File: src/rtl/ldseq.sv
// ldseq: load sequencer issuing one-hot bank load strobes, immediately or deferred to the next frame event.
// Define LDSEQ_PEND_EN to add a one-entry pending buffer behind the staging register.
module ldseq (
    input  logic        clk,
    input  logic        resetl,
    input  logic        wr_req,
    input  logic [2:0]  wr_addr,
    input  logic [15:0] wr_data,
    input  logic        wr_defer,
    output logic        wr_rdy,
    input  logic        frame,
    output logic [7:0]  ld,
    output logic [15:0] ld_d,
    output logic        busy,
    output logic        pend
);
    typedef enum logic [1:0] {IDLE, WAIT, LOAD} state_t;
    state_t      state, nxt_state;
    logic [2:0]  stg_addr, nxt_addr;
    logic [15:0] stg_data, nxt_data;
    logic        frame_q;
    logic        accept;
    logic        frame_ev;
    assign accept   = wr_req & wr_rdy;
    // a frame held high for several cycles counts as one event
    assign frame_ev = frame & ~frame_q;
    assign busy     = state != IDLE;
    assign ld       = (state == LOAD) ? 8'd1 << stg_addr : 8'd0;
`ifdef LDSEQ_PEND_EN
    logic        pend_q, nxt_pend;
    logic [2:0]  p_addr, nxt_p_addr;
    logic [15:0] p_data, nxt_p_data;
    logic        p_defer, nxt_p_defer;
    assign pend   = pend_q;
    assign wr_rdy = (state == IDLE) | ~pend_q;
`else
    assign pend   = 1'b0;
    assign wr_rdy = state == IDLE;
`endif
    always_comb begin
        nxt_state = state;
        nxt_addr  = stg_addr;
        nxt_data  = stg_data;
`ifdef LDSEQ_PEND_EN
        nxt_pend    = pend_q;
        nxt_p_addr  = p_addr;
        nxt_p_data  = p_data;
        nxt_p_defer = p_defer;
`endif
        case (state)
            IDLE: begin
                if (accept) begin
                    nxt_addr  = wr_addr;
                    nxt_data  = wr_data;
                    nxt_state = wr_defer ? WAIT : LOAD;
                end
            end
            WAIT: begin
                if (frame_ev) nxt_state = LOAD;
`ifdef LDSEQ_PEND_EN
                if (accept) begin
                    nxt_pend    = 1'b1;
                    nxt_p_addr  = wr_addr;
                    nxt_p_data  = wr_data;
                    nxt_p_defer = wr_defer;
                end
`endif
            end
            LOAD: begin
                nxt_state = IDLE;
`ifdef LDSEQ_PEND_EN
                // staging frees this edge, so the next write follows with no idle gap
                if (pend_q) begin
                    nxt_addr  = p_addr;
                    nxt_data  = p_data;
                    nxt_state = p_defer ? WAIT : LOAD;
                    nxt_pend  = 1'b0;
                end else if (accept) begin
                    nxt_addr  = wr_addr;
                    nxt_data  = wr_data;
                    nxt_state = wr_defer ? WAIT : LOAD;
                end
`endif
            end
            default: nxt_state = IDLE;
        endcase
    end
    always_ff @(posedge clk or negedge resetl) begin
        if (!resetl) begin
            state    <= IDLE;
            stg_addr <= 3'd0;
            stg_data <= 16'd0;
            ld_d     <= 16'd0;
            frame_q  <= 1'b0;
        end else begin
            state    <= nxt_state;
            stg_addr <= nxt_addr;
            stg_data <= nxt_data;
            frame_q  <= frame;
            if (nxt_state == LOAD) ld_d <= nxt_data;
        end
    end
`ifdef LDSEQ_PEND_EN
    always_ff @(posedge clk or negedge resetl) begin
        if (!resetl) begin
            pend_q  <= 1'b0;
            p_addr  <= 3'd0;
            p_data  <= 16'd0;
            p_defer <= 1'b0;
        end else begin
            pend_q  <= nxt_pend;
            p_addr  <= nxt_p_addr;
            p_data  <= nxt_p_data;
            p_defer <= nxt_p_defer;
        end
    end
`endif
endmodule
File: config.mk
export PLATFORM = sky130hd
export DESIGN_NAME = ldseq
export DESIGN_NICKNAME = d
export VERILOG_FILES = /design/src/rtl/ldseq.sv
export SDC_FILE = /design/constraint.sdc
export NUM_CORES = 1
export LEC_CHECK = 0
export CAP_MARGIN = 20
export CORE_UTILIZATION = 48
export DETAILED_ROUTE_END_ITERATION = 8
export HOLD_SLACK_MARGIN = 0.03
export PLACE_DENSITY = 0.83
export SYNTH_ARGS = -nofsm -noshare
export SYNTH_HDL_FRONTEND = slang
export SYNTH_SLANG_ARGS = --single-unit
export TNS_END_PERCENT = 10
File: constraint.sdc
create_clock -name clk -period 2.55 [get_ports clk]
set_input_delay 0.6375 -clock clk [delete_from_list [all_inputs] [get_ports clk]]
set_output_delay 0.6375 -clock clk [all_outputs]
set_load 0.01 [all_outputs]
# ---- Word level (Yosys, flattened, before mapping)
# Index checks and enable logic that the tools add are counted.
dict set report totals {
  ff_bits 38
  latch_bits 0
  ram_bits 0
  rom_bits 0
  inputBits 24
  output_inout_bits 27
  wordCells 22
  mem_count 0
}
dict set report op_classes {
  n_addsub 0
  n_mul 0
  div 0
  magnitude_cmp 0
  n_eq_ne 3
  shifts 1
  muxes 7
  n_bitwise 3
  n_reduce_logical 3
}
# operator n
set op_table {}
lappend op_table {{16-bit two-way mux} 2}
lappend op_table {{8-bit two-way mux} 1}
lappend op_table {{1-bit by 3-bit << shifter with 8-bit output, first input constant} 1}
lappend op_table {{2-bit two-way mux} 3}
lappend op_table {{2-bit == test, second input constant} 2}
lappend op_table {{2-bit one-hot mux with 2 select lines} 1}
lappend op_table {{1-bit bitwise AND} 2}
lappend op_table {{2-bit by 1-bit == test with 1-bit output, second input constant} 1}
lappend op_table {{2-bit zero test} 1}
lappend op_table {{2-bit AND reduction} 1}
lappend op_table {{2-bit nonzero test} 1}
lappend op_table {{1-bit inverter} 1}

# ---- Logic depth before layout (Yosys ltp)
dict set report depth {
  word_depth 5
  ltp_mapped 5
  mapped_depth_nobuf 3
}

# ---- Worst setup path after synthesis
# OpenSTA, ideal clock, no wires.
dict set report synth_timing {
  path_kind {input port to flip-flop}
  from {input wr_defer}
  to {register ld_d[10]}
  setup_ps 125
  arrival_time_ps 1749
  required_ps 2425
  setup_slack_ps 676
  cell_stages 4
  n_path_buf 1
  path_cell_list {or3b_4 > a21oi_4 > buf_12 > mux2_4}
}
dict set report synth_between {
  elab_chain_len 4
}
# item line
set synth_lines {}
lappend synth_lines {{start: declaration} 9} ;# input logic wr_defer,
lappend synth_lines {{2-bit two-way mux} 55} ;# nxt_state = wr_defer ? WAIT : LOAD;
lappend synth_lines {{2-bit two-way mux} 52} ;# if (accept) begin
lappend synth_lines {{2-bit one-hot mux with 2 select lines} 50} ;# case (state)
lappend synth_lines {{net nxt_state[1]} 18} ;# state_t state, nxt_state;
lappend synth_lines {{2-bit == test} 100} ;# if (nxt_state == LOAD) ld_d <= nxt_data;
lappend synth_lines {{end signal: assignment} 100}
lappend synth_lines {{end: declaration} 13} ;# output logic [15:0] ld_d,
# The timed path passes the listed nets, and every way through them passes these cells.
# A chain may end at the register's enable or synchronous reset.

# ---- Final worst setup path
dict set report layout_timing {
  from {register state[0]}
  to {output ld[4]}
}
dict set report layout_between {
  elab_chain_len 2
}
# item line
set layout_lines {}
lappend layout_lines {{start: declaration} 18}
lappend layout_lines {{start signal: assignment} 96} ;# state <= nxt_state;
lappend layout_lines {{2-bit == test} 28} ;# assign ld = (state == LOAD) ? 8'd1 << stg_addr : 8'd0;
lappend layout_lines {{8-bit two-way mux} 28}
lappend layout_lines {{end: declaration} 12} ;# output logic [7:0] ld,
# Every way passes these cells.

==> summary.txt <==
Placed design
  – PortBufs: 49
  – Placed insts: 194
  – Hpwl dp: 2.10 mm
  – Placed Instance Area: 0.00213 mm2
  – GP Congestion: 0.639
  – Place WS: 0.182 ns

Die
  – # IOs: 51
  – Initial Utilization: 51.2%
  – Die X: 59.3 um
  – DIE AREA: 0.00351 mm2
  – Core Area: 0.00308 mm2
  – Die H: 59.3 um
  – Row Count: 20

STA
  – Minimum clock period: 2.44 ns
  – Fmax: 411 MHz
  – Slew Limit Fails: 0
  – Slew margin rel.: 46.2%
  – Worst Skew: 0.00334 ns
  – Tcrit/Tclk final: 95.5%
  – Setup slack after layout: 0.115 ns
  – Final Hold Vio Count: 0
  – Worst Tran Pin Value: 0.807 ns
  – Setup tns final: 0 ns
  – Endpoints failing setup: 0
  – RSZ-0062 raised after global routing: no

Synthesis
  – Post-synth cell types: 20
  – Top FF cell, synth: dfrtp_1
  – Yosys warns: 0
  – Synth Instances: 101
  – Most numerous cell in the Yosys netlist: dfrtp_1
  – Synth area leader: dfrtp_1
  – Seq/Total Area, Yosys: 60.4%
  – Synthesized area: 0.00158 mm2
  – Commonest cells post-synth: 38 x dfrtp_1, 25 x mux2_2, 10 x mux2_4
  – Syn Nets: 125
  – Post-synth EDFFs: 0
  – Largest cells by area after synthesis: dfrtp_1 60%, mux2_2 18%, mux2_4 9.5%
  – Synth Area per Inst: 15.6 um2
  – Share of the synthesized area in the top cell type: 60.4%
  – Seq cells post-synth: 38
  – Ys async rst share: 100%

Global route
  – Remaining global-route overflow: 0
  – Largest net degree at the start of global routing: 39
  – Vias in the first global route: 1039
  – First-pass GRT wire length: 4.57 mm
  – Initial antenna violation count: 0
  – All-layer global routing usage: 18.2%

Drt
  – Vias: 969
  – DR vias/cell: 4.82
  – Drt pass-1 iters: 4
  – WL/cell: 14.2 um
  – Iter 0 DRT Violations: 18
  – Routed WL: 2.86 mm
  – ANT nets after route: 0
  – # DRC: 0

Power
  – Switching share of power: 28.3%
  – P_int: 1.55 mW
  – Max VDD drop: 0.588 mV
  – Power Dens Cells: 995 mW/mm2
  – Switching pwr: 609 uW
  – Flop pwr share: 45.4%
  – Static Leakage: 0.926 nW
  – Total power: 2.15 mW
  – Clk pwr share: 12.6%
  – Logic pwr share: 41.9%

Layout
  – Share of layout cells above drive strength 1: 31.8%
  – Area Overhead vs Synth: 37.5%
  – Fillers: 230
  – Final Cell Area: 0.00217 mm2
  – Finished Layout Cells: 201
  – Antenna Cells: 0
  – Layout Nets: 181

CTS
  – CTS sink cnt: 38
  – CTS tree: built
  – Clock Latency Late Sink: 0.32 ns
  – Htree depth: 2
  – Clk buf depth: 2
  – Clock-pin transition on the worst setup and hold timing paths: 0.10 ns
  – Clock Tree Root: clkbuf_4
  – TritonCTS buffer count: 5
  – Postcts setup bufs: 0
  – Cts hold-fix bufs: 0

Flow run
  – Max cap viols: 0

Status
  – Outcome: finished, final reports clean

Setup path
  – Crit path DAT: 1.80 ns
  – Startpoint Class: flop
  – CP required: 1.91 ns
  – Critical Path Sink Type: output pin
  – CP Max Fanout: 7
  – CP Class: flop to output pin

Min path
  – Hold Crit Class: input pin to asynchronous set/reset pin
[metrics by stage]
stage          util (%)  hold WS [ns]
5_1_grt            70.4         0.435
2_1_floorplan         -         0.342
3_3_place_gp       69.1         0.477
6_report           70.4         0.392
3_5_place_dp       69.1         0.482
4_1_cts            70.4         0.398
[sequential cells by signal, summed over array words and instances, names as in the netlist]
signal    flops
frame_q       1
state         2
ld_d         16
stg_data     16
stg_addr      3
[power by group through the flow]
stage          combinational (mW)  clock [mW]  sequential (mW)
2_1_floorplan               0.433           0             1.03
3_3_place_gp                0.891           0            0.978
3_5_place_dp                0.915           0            0.989
4_1_cts                     0.914       0.284            0.983
5_1_grt                     0.964       0.303             1.01
6_report                    0.903       0.272            0.978
[repair_timing]
item / 4_1_cts / 5_1_grt
setup endpoints to repair: 4 / 0
resized for setup: 4 / 0
endpoints found under the hold margin: 0 / 0
[critical path, stage by stage (launching register included)]
cell,delay (ns)
dfrtp_1,0.38
buf_4,0.15
nand3b_1,0.22
nor3_1,0.16
clkdlybuf4s50_1,0.56
[metal layers]
layer  part of all wire, %  GRT usage [%]  wire length (um)
met3                   4.9           4.80               140
met1                    42           21.3              1190
met2                    52           30.3              1500
met4                  0.84           10.2                24
met5                     0              0                 0
[cells by family (layout without fill, tap and decap cells)]
| family | count (synthesis) | count (layout) | synth area share, % |
|---|---|---|---|
| AO/OA/AOI/OAI | 3 | 3 | 1.67 |
| buffers and inverters | 6 | 62 | 3.65 |
| flip-flops | 38 | 38 | 60.4 |
| multiplexers | 35 | 35 | 27.4 |
| other | 1 | 1 | 0.238 |
| AND/OR/NAND/NOR | 18 | 18 | 6.67 |
[path summary, 6_finish.rpt]
path	cells after the start	startpoint	end	slack, ns
setup / recovery	4	state[0]	ld[4]	0.11
hold / removal	1	resetl	stg_data[5]	0.39
setup reg to reg	5	state[0]	ld_d[2]	0.78
hold reg to reg	1	stg_data[2]	stg_data[2]	0.50
max in group asynchronous	1	resetl	stg_data[4]	1.65
min in group clk	1	stg_data[2]	stg_data[2]	0.50
[final cells by class]
| type | instances | area [um2] | share of cell area (%) |
|---|---|---|---|
| inverters | 2 | 7.51 | 0.347 |
| clock buffers | 7 | 45.0 | 2.08 |
| flip-flops and latches | 38 | 951 | 43.9 |
| repair buffers | 53 | 536 | 24.7 |
| well taps | 44 | 55.1 | 2.54 |
| multi-input cells | 57 | 572 | 26.4 |
[placed cells by master, fill, tap and decap left out, types with 2 or more instances in the layout]
master	count
dlygate4sd2_1	4
nor3_1	2
clkbuf_1	2
nor2_1	6
mux2_2	25
inv_1	2
nand3b_1	3
dfrtp_1	38
clkbuf_4	5
clkdlybuf4s50_1	44
mux2_4	10
buf_4	2
nand2b_1	2
buf_12	2
Note: power is estimated with default switching activity, not from simulation.
